### src/rtl/instr_fetch_unit.sv
// Instruction fetch unit: owns the PC, issues one fetch at a time to
// instruction memory, and hands words to the decoder over valid/ready.
// Fetched words are held in an output register backed by one skid register.
// Redirects from the branch/jump logic flush both registers and restart
// fetching at the selected target.
module instr_fetch_unit #(
  parameter logic [31:0] RESET_PC = 32'h0000_0000
) (
  input  logic        clk,
  input  logic        rst_n,
  output logic        imem_req,
  output logic [31:0] imem_addr,
  input  logic        imem_ack,
  input  logic [31:0] imem_rdata,
  output logic        instr_valid,
  output logic [31:0] instruction,
  output logic [31:0] instr_pc,
  input  logic        decode_ready,
  input  logic        redirect,
  input  logic [1:0]  pc_mux_sel,
  input  logic [31:0] branch_target,
  input  logic [31:0] jump_target,
  input  logic [31:0] reg_target
);

  typedef enum logic [1:0] {
    IDLE  = 2'b00,
    FETCH = 2'b01,
    HOLD  = 2'b10
  } state_t;

  state_t      state, state_next;
  logic [31:0] pc, pc_next;
  logic        valid_next;
  logic [31:0] instr_next, instr_pc_next;
  logic [31:0] skid_data, skid_data_next;
  logic [31:0] skid_pc, skid_pc_next;
  logic [31:0] target;
  logic        xfer;
  logic        redir;

  // A word leaves the output register whenever the decoder takes it.
  assign xfer = instr_valid & decode_ready;
  // Redirects are honoured only with a real source selected and once out of IDLE.
  assign redir = redirect & (pc_mux_sel != 2'b00) & (state != IDLE);

  // The skid register is occupied exactly while in HOLD, so memory is idle then.
  assign imem_req  = (state == FETCH);
  assign imem_addr = pc;

  // Redirect target selection, same encoding the decoder drives.
  always_comb begin
    target = pc;
    case (pc_mux_sel)
      2'b01:   target = branch_target;
      2'b10:   target = jump_target;
      2'b11:   target = reg_target;
      default: target = pc;
    endcase
  end

  // Next-state, PC and buffer updates; redirect overrides everything else.
  always_comb begin
    state_next     = state;
    pc_next        = pc;
    valid_next     = instr_valid;
    instr_next     = instruction;
    instr_pc_next  = instr_pc;
    skid_data_next = skid_data;
    skid_pc_next   = skid_pc;
    case (state)
      IDLE: begin
        state_next = FETCH;
      end
      FETCH: begin
        if (imem_ack) begin
          pc_next = pc + 32'd4;
          if (!instr_valid || xfer) begin
            instr_next    = imem_rdata;
            instr_pc_next = pc;
            valid_next    = 1'b1;
          end else begin
            skid_data_next = imem_rdata;
            skid_pc_next   = pc;
            state_next     = HOLD;
          end
        end else if (xfer) begin
          valid_next = 1'b0;
        end
      end
      HOLD: begin
        if (xfer) begin
          instr_next    = skid_data;
          instr_pc_next = skid_pc;
          state_next    = FETCH;
        end
      end
      default: begin
        state_next = IDLE;
      end
    endcase
    if (redir) begin
      pc_next    = {target[31:2], 2'b00};
      valid_next = 1'b0;
      state_next = FETCH;
    end
  end

  // State, PC and buffer registers; reset clears everything at once.
  always_ff @(posedge clk or negedge rst_n) begin
    if (!rst_n) begin
      state       <= IDLE;
      pc          <= RESET_PC;
      instr_valid <= 1'b0;
      instruction <= 32'h0;
      instr_pc    <= 32'h0;
      skid_data   <= 32'h0;
      skid_pc     <= 32'h0;
    end else begin
      state       <= state_next;
      pc          <= pc_next;
      instr_valid <= valid_next;
      instruction <= instr_next;
      instr_pc    <= instr_pc_next;
      skid_data   <= skid_data_next;
      skid_pc     <= skid_pc_next;
    end
  end

endmodule

### config.mk
export PLATFORM = sky130hd
export DESIGN_NAME = instr_fetch_unit
export DESIGN_NICKNAME = d
export VERILOG_FILES = /design/src/rtl/instr_fetch_unit.sv
export SDC_FILE = /design/constraint.sdc
export NUM_CORES = 1
export LEC_CHECK = 0
export CAP_MARGIN = 10
export CORE_ASPECT_RATIO = 0.6
export CORE_MARGIN = 5
export CORE_UTILIZATION = 49
export CTS_BUF_LIST = sky130_fd_sc_hd__clkbuf_2 sky130_fd_sc_hd__clkbuf_4 sky130_fd_sc_hd__clkbuf_8
export CTS_CLUSTER_DIAMETER = 100
export DETAILED_ROUTE_END_ITERATION = 8
export GPL_ROUTABILITY_DRIVEN = 0
export PLACE_DENSITY_LB_ADDON = 0.08
export SYNTH_ARGS = -nofsm -noshare
export SYNTH_HDL_FRONTEND = slang
export SYNTH_SLANG_ARGS = --single-unit
### constraint.sdc
create_clock -name clk -period 2.3 [get_ports clk]
set_input_delay 0.46 -clock clk [delete_from_list [all_inputs] [get_ports clk]]
set_output_delay 0.46 -clock clk [all_outputs]
set_load 0.005 [all_outputs]
* Yosys cells after proc, flatten, opt, wreduce, memory -nomap -nowiden
Cells that the tools add are included.
** Storage, ports and cells
- Register bits after elaboration :: 163
** Cells by class
- Multiplexer cells :: 22
- Equal/unequal tests :: 13
- Reduce and logical (&&, ||, !) cells :: 15
- Bitwise gates (word level) :: 4
- Add/sub/neg operators :: 1
** Operators with widths (number)
- $mux W32 :: 9
- $pmux W32 S2 :: 2
- $pmux W32 S3 :: 1
- $add A32 B3 Y32 const B :: 1
- $reduce_and A3 Y1 :: 4
- $reduce_bool A2 Y1 :: 5
- $mux W2 :: 4
- $eq A2 B2 Y1 const B :: 3
- $ne A3 B1 Y1 const B :: 2
- $ne A3 B3 Y1 const B :: 2
- $pmux W2 S3 :: 1
- $mux W1 :: 5
- $eq A2 B1 Y1 const B :: 2
- $ne A2 B1 Y1 const B :: 2
- $ne A4 B1 Y1 const B :: 1
- $reduce_and A4 Y1 :: 1
- $and A1 B1 Y1 :: 3
- $reduce_bool A3 Y1 :: 1
- $logic_not A2 Y1 :: 1
- $ne A2 B2 Y1 const B :: 1
- $reduce_and A2 Y1 :: 1
- $logic_not A1 Y1 :: 1
- $logic_or A1 B1 Y1 :: 1
- $not A1 Y1 :: 1

* Longest topological paths before layout
Gate-level depths: netlist of run 1.
- Depth in word-level cells :: 6
- Mapped depth :: 8
- Mapped depth without buffers :: 5

* Least setup slack after synthesis of run 1
Ideal clock, no wire load.
- Path type :: flip-flop to flip-flop
- Start point :: register state[1]
- End point :: register pc[20], in the netlist imem_addr[20]
- Setup slack :: 0.220 ns
- Buffers on the path :: 3
- Cell stages (with the launch flop) :: 8
- Library setup time :: 0.082 ns
- Clock period less this slack :: 2.080 ns
- Data arrival time :: 1.998 ns
- Cell sequence :: dfrtp_1 > buf_6 > nand4b_4 > or4_4 > buf_6 > buf_6 > or4_1 > a31oi_1
** On the way
- Cells in the longest elaborated chain, start to end :: 4
** Ends and longest elaborated chain
- start: declaration :: RTL line 32 : state_t state, state_next;
- start signal: assignment :: RTL line 120 : state <= state_next;
- $reduce_bool A2 Y1 :: RTL line 45 : assign redir = redirect & (pc_mux_sel != 2'b00) & (state != IDLE);
- $and A1 B1 Y1 :: RTL line 45
- $ne A4 B1 Y1 (no source line) or $reduce_bool A2 Y1 (tied branches)
- $reduce_and A3 Y1 (no source line)
- end signal: assignment :: RTL line 121 : pc <= pc_next;
- end: declaration :: RTL line 33 : logic [31:0] pc, pc_next;
Several ways; a longest one is shown, not always the timed one.
A chain may end at the register's enable or synchronous reset.

* Worst setup path in the final report of run 1
- Start point :: register state[0]
- End point :: output port imem_req
** On the way
- Cells in the longest elaborated chain, start to end :: 1
** Ends and longest elaborated chain
- $eq A2 B1 Y1 :: RTL line 48 : assign imem_req = (state == FETCH);
- end: declaration :: RTL line 11 : output logic imem_req,
Every way passes these cells.

==> results.tsv, run 1 <==
metric	value	unit
status	completed	
die_h	107	um
synth_area_leaders	dfrtp_1 (51%), mux2_2 (13%), mux2i_1 (7.8%), a21oi_1 (5.4%), nor2_1 (3.5%)	
cp-start-kind	flop	
synth.distinct_cells	44	
crit_required	1.84	ns
port_buffers	222	
drt_iter0_drc	368	
nets	1058	
syn_area	0.00768	sq mm
finClkSkew	0.0202	ns
setup-violations-final	0	
powerDensity	1090	mW/mm^2
rsz0062_at_grt	no	
htreeDepth	4	
max_slew_margin	0.254	
syn_inst	690	
final_max_slew_viol_count	0	
crit_type	reg2out	
layout.area.seq	0.00393	sq mm
path_clk_slew	0.10	ns
clk_latency	0.44	ns
cts_tree	done	
power	0.0118	W
hold_violations	0	
ys.flop_type	dfrtp_1	
rr_endpoint	imem_addr[27]	
cts_buffer_depth	2	
irDropWorstVdd	0.000637	V
antenna_cells	0	
synthArstFlopShare	1.00	
ioPinCount	233	
dieWidth	172	um
drcViolationCount	0	
critical_path.max_fanout	8	
cp.arrival	1.78	ns
cts_inserted_buffers	17	
hp-class	reg2reg	
r2r-start	imem_addr[7]	
tightest_slew	1.11	ns
crit_end	imem_req	
slowest_delay	0.53	ns
gr-total-overflow	0	
synth.top_cell.area_share	0.512	
drt-wirelength-per-cell	18.6	um
cp-startpoint	state[0]	
coreArea	0.0154	sq mm
ys_warn_count	0	
rows	35	
grt_pass1_wl	33.7	mm
critPathCaptureType	output pin	
synth_seq_area_share	0.512	
synth_seq_cells	157	
initial_core_util	0.499	
max-cap-violations	0	
areaGrowthSynthToFinish	40.9	%
leakage	4.15	nW
hpwl	15.6	mm
synth.avg_cell_area	11.1	sq um
r2r_cells	4	
first_pass_iters	4	
grt_pass1_vias	6687	
root_buffer	clkbuf_8	
path_cells	buf_6 -> nor2b_2 -> clkdlybuf4s50_1	
grt.total_usage	0.230	
drt-total-wl	21.2	mm
antenna_found_initial	0	
num_vias	6471	
fillers	1155	
period_share	0.976	
synth_common_cells	dfrtp_1 (157), mux2_2 (90), a21oi_1 (83)	
grt_max_degree	57	
drive_gt1_frac	0.193	
crit_slowest_cell	clkdlybuf4s50_1	
multi_input_area	0.00350	sq mm
ant_nets	0	
cts_sinks	157	
min_period	2.24	ns
synthMostInstantiatedCell	dfrtp_1	
drt-vias-per-instance	5.69	
r2r_slack	0.16	ns
synth_edf_count	0	
die-area	0.0184	sq mm
whs	0.510	ns
fmax	0.446	GHz
yosysTopAreaCell	dfrtp_1	
[worst max-delay path: cells and delay by family, from the launching register on]
family	cells	cell delay, ns
buffers and inverters	2	0.70
flip-flops	1	0.42
AND/OR/NAND/NOR	1	0.21
[layer usage]
| metal | routed length [um] | track usage | vias to the layer above |
|---|---|---|---|
| li1 | - | - | 2999 |
| met1 | 9180 | 0.305 | 3222 |
| met2 | 10100 | 0.376 | 221 |
| met3 | 1530 | 0.0567 | 29 |
| met4 | 342 | 0.0673 | 0 |
| met5 | 0 | 0 | - |
[state kept, by name, indices dropped and copies added, names as in the netlist]
register     count
instruction     32
skid_data       32
imem_addr       30
instr_pc        30
skid_pc         30
state            2
instr_valid      1
[kinds of logic after synthesis]
group           share of synthesized area
fa+ha+maj                         0.00163
buf+inv                            0.0393
compound gates                      0.124
simple gates                        0.101
flops                               0.512
other cells                      0.000488
xor+xnor                           0.0114
mux                                 0.210
[where the power goes]
group / internal [W] / switching (W) / total [W]
logic: 0.00286 / 0.00197 / 0.00483
registers: 0.00404 / 0.000950 / 0.00499
clock network: 0.000904 / 0.00110 / 0.00200
total: 0.00780 / 0.00401 / 0.0118
[stage by stage]
stage | worst slack, ns | setup TNS, ns | util | instances | instance area [sq um]
floorplan | 0.220 | 0 | - | 693 | 7690
global placement | -0.287 | -3.63 | 0.678 | 1105 | 10400
detailed placement | -0.318 | -5.20 | 0.678 | 1105 | 10400
CTS | 0.0303 | 0 | 0.703 | 1138 | 10800
global route | 0.00116 | 0 | 0.704 | 1138 | 10800
finish | 0.0555 | 0 | 0.704 | 1138 | 10800
[layout by cell type (no fill, tap or decap), types with 3 or more instances in the layout]
cell	count
dfrtp_1	157
nor2_1	71
buf_12	11
nand3_1	7
inv_6	3
clkinvlp_4	3
or3_1	4
o21ai_0	4
nor3_1	3
a31oi_1	18
nand3b_1	4
o31ai_1	13
inv_1	6
and3_1	3
xnor2_1	8
mux2i_1	60
or4_1	14
mux2_2	90
clkdlybuf4s50_1	221
conb_1	4
clkbuf_8	18
buf_4	35
a221oi_1	28
nand2_1	16
a21oi_1	82
nand4_1	10
clkinv_4	4
nor4_1	4
[cell type report]
type | count | area share
clock buffers | 18 | 0.0229
clock inverters | 14 | 0.0125
inverters | 6 | 0.00208
multi-input cells | 470 | 0.324
flip-flops and latches | 157 | 0.363
well taps | 203 | 0.0235
repair buffers | 270 | 0.252
[how the worst min path moves through the flow]
stage,start,to,cells past startpoint
after CTS,skid_pc[19],skid_pc[19],1
final,skid_data[25],skid_data[25],1
after global routing,skid_data[25],skid_data[25],1
after detailed placement,rst_n,instruction[6],1
after floorplan,rst_n,imem_addr[10],0
after global placement,rst_n,instruction[6],1
[repair_timing]
item / in CTS / in global routing
endpoints found under the setup margin: 1 / 1
endpoints found under the hold margin: 48 / 0
setup buffers: 0 / 0
hold buffers: 1 / 0
resized for setup: 1 / 1
Note: power is estimated with default switching activity, not from simulation.
==> inputs of run 2 (changes only) <==
--- a/config.mk
+++ b/config.mk
@@ -6,14 +6,14 @@
 export NUM_CORES = 1
 export LEC_CHECK = 0
 export CAP_MARGIN = 10
-export CORE_ASPECT_RATIO = 0.6
+export CORE_ASPECT_RATIO = 1.1
 export CORE_MARGIN = 5
 export CORE_UTILIZATION = 49
 export CTS_BUF_LIST = sky130_fd_sc_hd__clkbuf_2 sky130_fd_sc_hd__clkbuf_4 sky130_fd_sc_hd__clkbuf_8
 export CTS_CLUSTER_DIAMETER = 100
 export DETAILED_ROUTE_END_ITERATION = 8
 export GPL_ROUTABILITY_DRIVEN = 0
-export PLACE_DENSITY_LB_ADDON = 0.08
+export PLACE_DENSITY_LB_ADDON = 0.05
 export SYNTH_ARGS = -nofsm -noshare
 export SYNTH_HDL_FRONTEND = slang
 export SYNTH_SLANG_ARGS = --single-unit
==> results.tsv, run 2 (synthesis results as in run 1) <==
metric	value	unit
antenna_found_initial	0	
grt.total_usage	0.233	
ioPinCount	233	
tightest_slew	0.998	ns
critical_path.max_fanout	8	
setup_ws	0.0891	ns
layout_common_cells	clkdlybuf4s50_1 (221), dfrtp_1 (157), mux2_2 (90)	
gr-total-overflow	0	
hp-start	skid_pc[14]	
drt-total-wl	21.3	mm
critPathTopFamily	buffers and inverters	
worstHoldPathCells	1	
cts_setup_buffers	0	
ant_nets	0	
hold_violations	0	
finClkSkew	0.0147	ns
whs	0.509	ns
fmax	0.452	GHz
htreeDepth	4	
worst-path-stages	3	
dp.cells	1094	
min_period	2.21	ns
crit_slowest_cell	clkdlybuf4s50_1	
drive_gt1_frac	0.186	
drt-vias-per-instance	5.72	
max-cap-violations	0	
cts_buffer_depth	2	
critPathCaptureType	output pin	
first_pass_iters	5	
setup-violations-final	0	
cts_tree	done	
grt_pass1_vias	6692	
cts_sinks	157	
mostFrequentLayoutCell	clkdlybuf4s50_1	
fin_util	0.691	
max_slew_margin	0.332	
port_buffers	222	
final_max_slew_viol_count	0	
path_clk_slew	0.09	ns
initial_core_util	0.494	
num_vias	6450	
hpwl	15.8	mm
slowest_delay	0.53	ns
crit_type	reg2out	
status	completed	
cp.arrival	1.75	ns
rsz0062_at_grt	no	
period_share	0.961	
r2r-start	imem_addr[8]	
drcViolationCount	0	
hp-class	reg2reg	
path_cells	buf_4 -> nor2b_2 -> clkdlybuf4s50_1	
cp-startpoint	state[0]	
top_regs	instruction (32), skid_data (32)	
stdcell_count	1127	
drt-wirelength-per-cell	18.9	um
clk_latency	0.43	ns
grt_pass1_wl	33.8	mm
cp-start-kind	flop	
areaGrowthSynthToFinish	40.0	%
rows	48	
powerDensity	1090	mW/mm^2
post-place-ws	-0.331	ns
irDropWorstVdd	0.000488	V
die-area	0.0183	sq mm
root_buffer	clkbuf_8	
antenna_cells	0	
r2r_cells	4	
leakage	4.12	nW
cts_inserted_buffers	17	
nets	1050	
drt_iter0_drc	447	
grt_max_degree	68	
die_h	141	um
dieWidth	129	um
cp_num_buf_inv	2	
coreArea	0.0156	sq mm
crit_required	1.84	ns
## run 2: cell types whose count changed in the layout (fill, tap and decap cells not counted)
cell	change
buf_6	-1
clkinv_4	+1
bufinv_16	+1
buf_4	-6
clkinvlp_4	-2
clkbuf_8	-1
buf_12	-1
clkinv_2	+1
## run 2: worst paths after layout
| kind | slack [ns] | endpoint |
|---|---|---|
| setup / recovery | 0.09 | imem_req |
| min in group asynchronous | 0.53 | instruction[7] |
| setup reg to reg | 0.11 | imem_addr[27] |
| hold / removal | 0.51 | skid_pc[14] |
| max in group asynchronous | 1.12 | skid_data[25] |
| hold reg to reg | 0.51 | skid_pc[14] |
## run 2: stage by stage
step                cell area [sq um]  power (W)  TNS [ns]
floorplan                        7690    0.00696         0
global placement                10300    0.00956     -3.28
detailed placement              10300    0.00980     -4.12
CTS                             10700     0.0119         0
global route                    10800     0.0125         0
finish                          10800     0.0118         0
## run 2: final cells by class
class                      count  area [sq um]
clock buffer                  17           234
clock inverter                15           164
fill                        1184          4800
inverter                       6          22.5
multi-input combinational    470          3500
sequential                   157          3930
tap                          200           250
timing repair buffer         262          2650
## run 2: timing repair
item,4_1_cts,5_1_grt
hold buffers,1,0
endpoints found under the hold margin,45,0
resized for setup,0,1
endpoints found under the setup margin,0,1
## run 2: metal layers
layer,part of all wire,vias up,global-route usage
met3,0.074,43,0.0602
met4,0.025,0,0.0796
li1,-,2984,-
met2,0.49,268,0.383
met1,0.42,3155,0.300
met5,0,-,0
## run 2: power by group
group,total [W],internal [W],switching (W)
clock,0.00205,0.000984,0.00106
sequential,0.00497,0.00404,0.000929
combinational,0.00476,0.00282,0.00193
total,0.0118,0.00784,0.00393
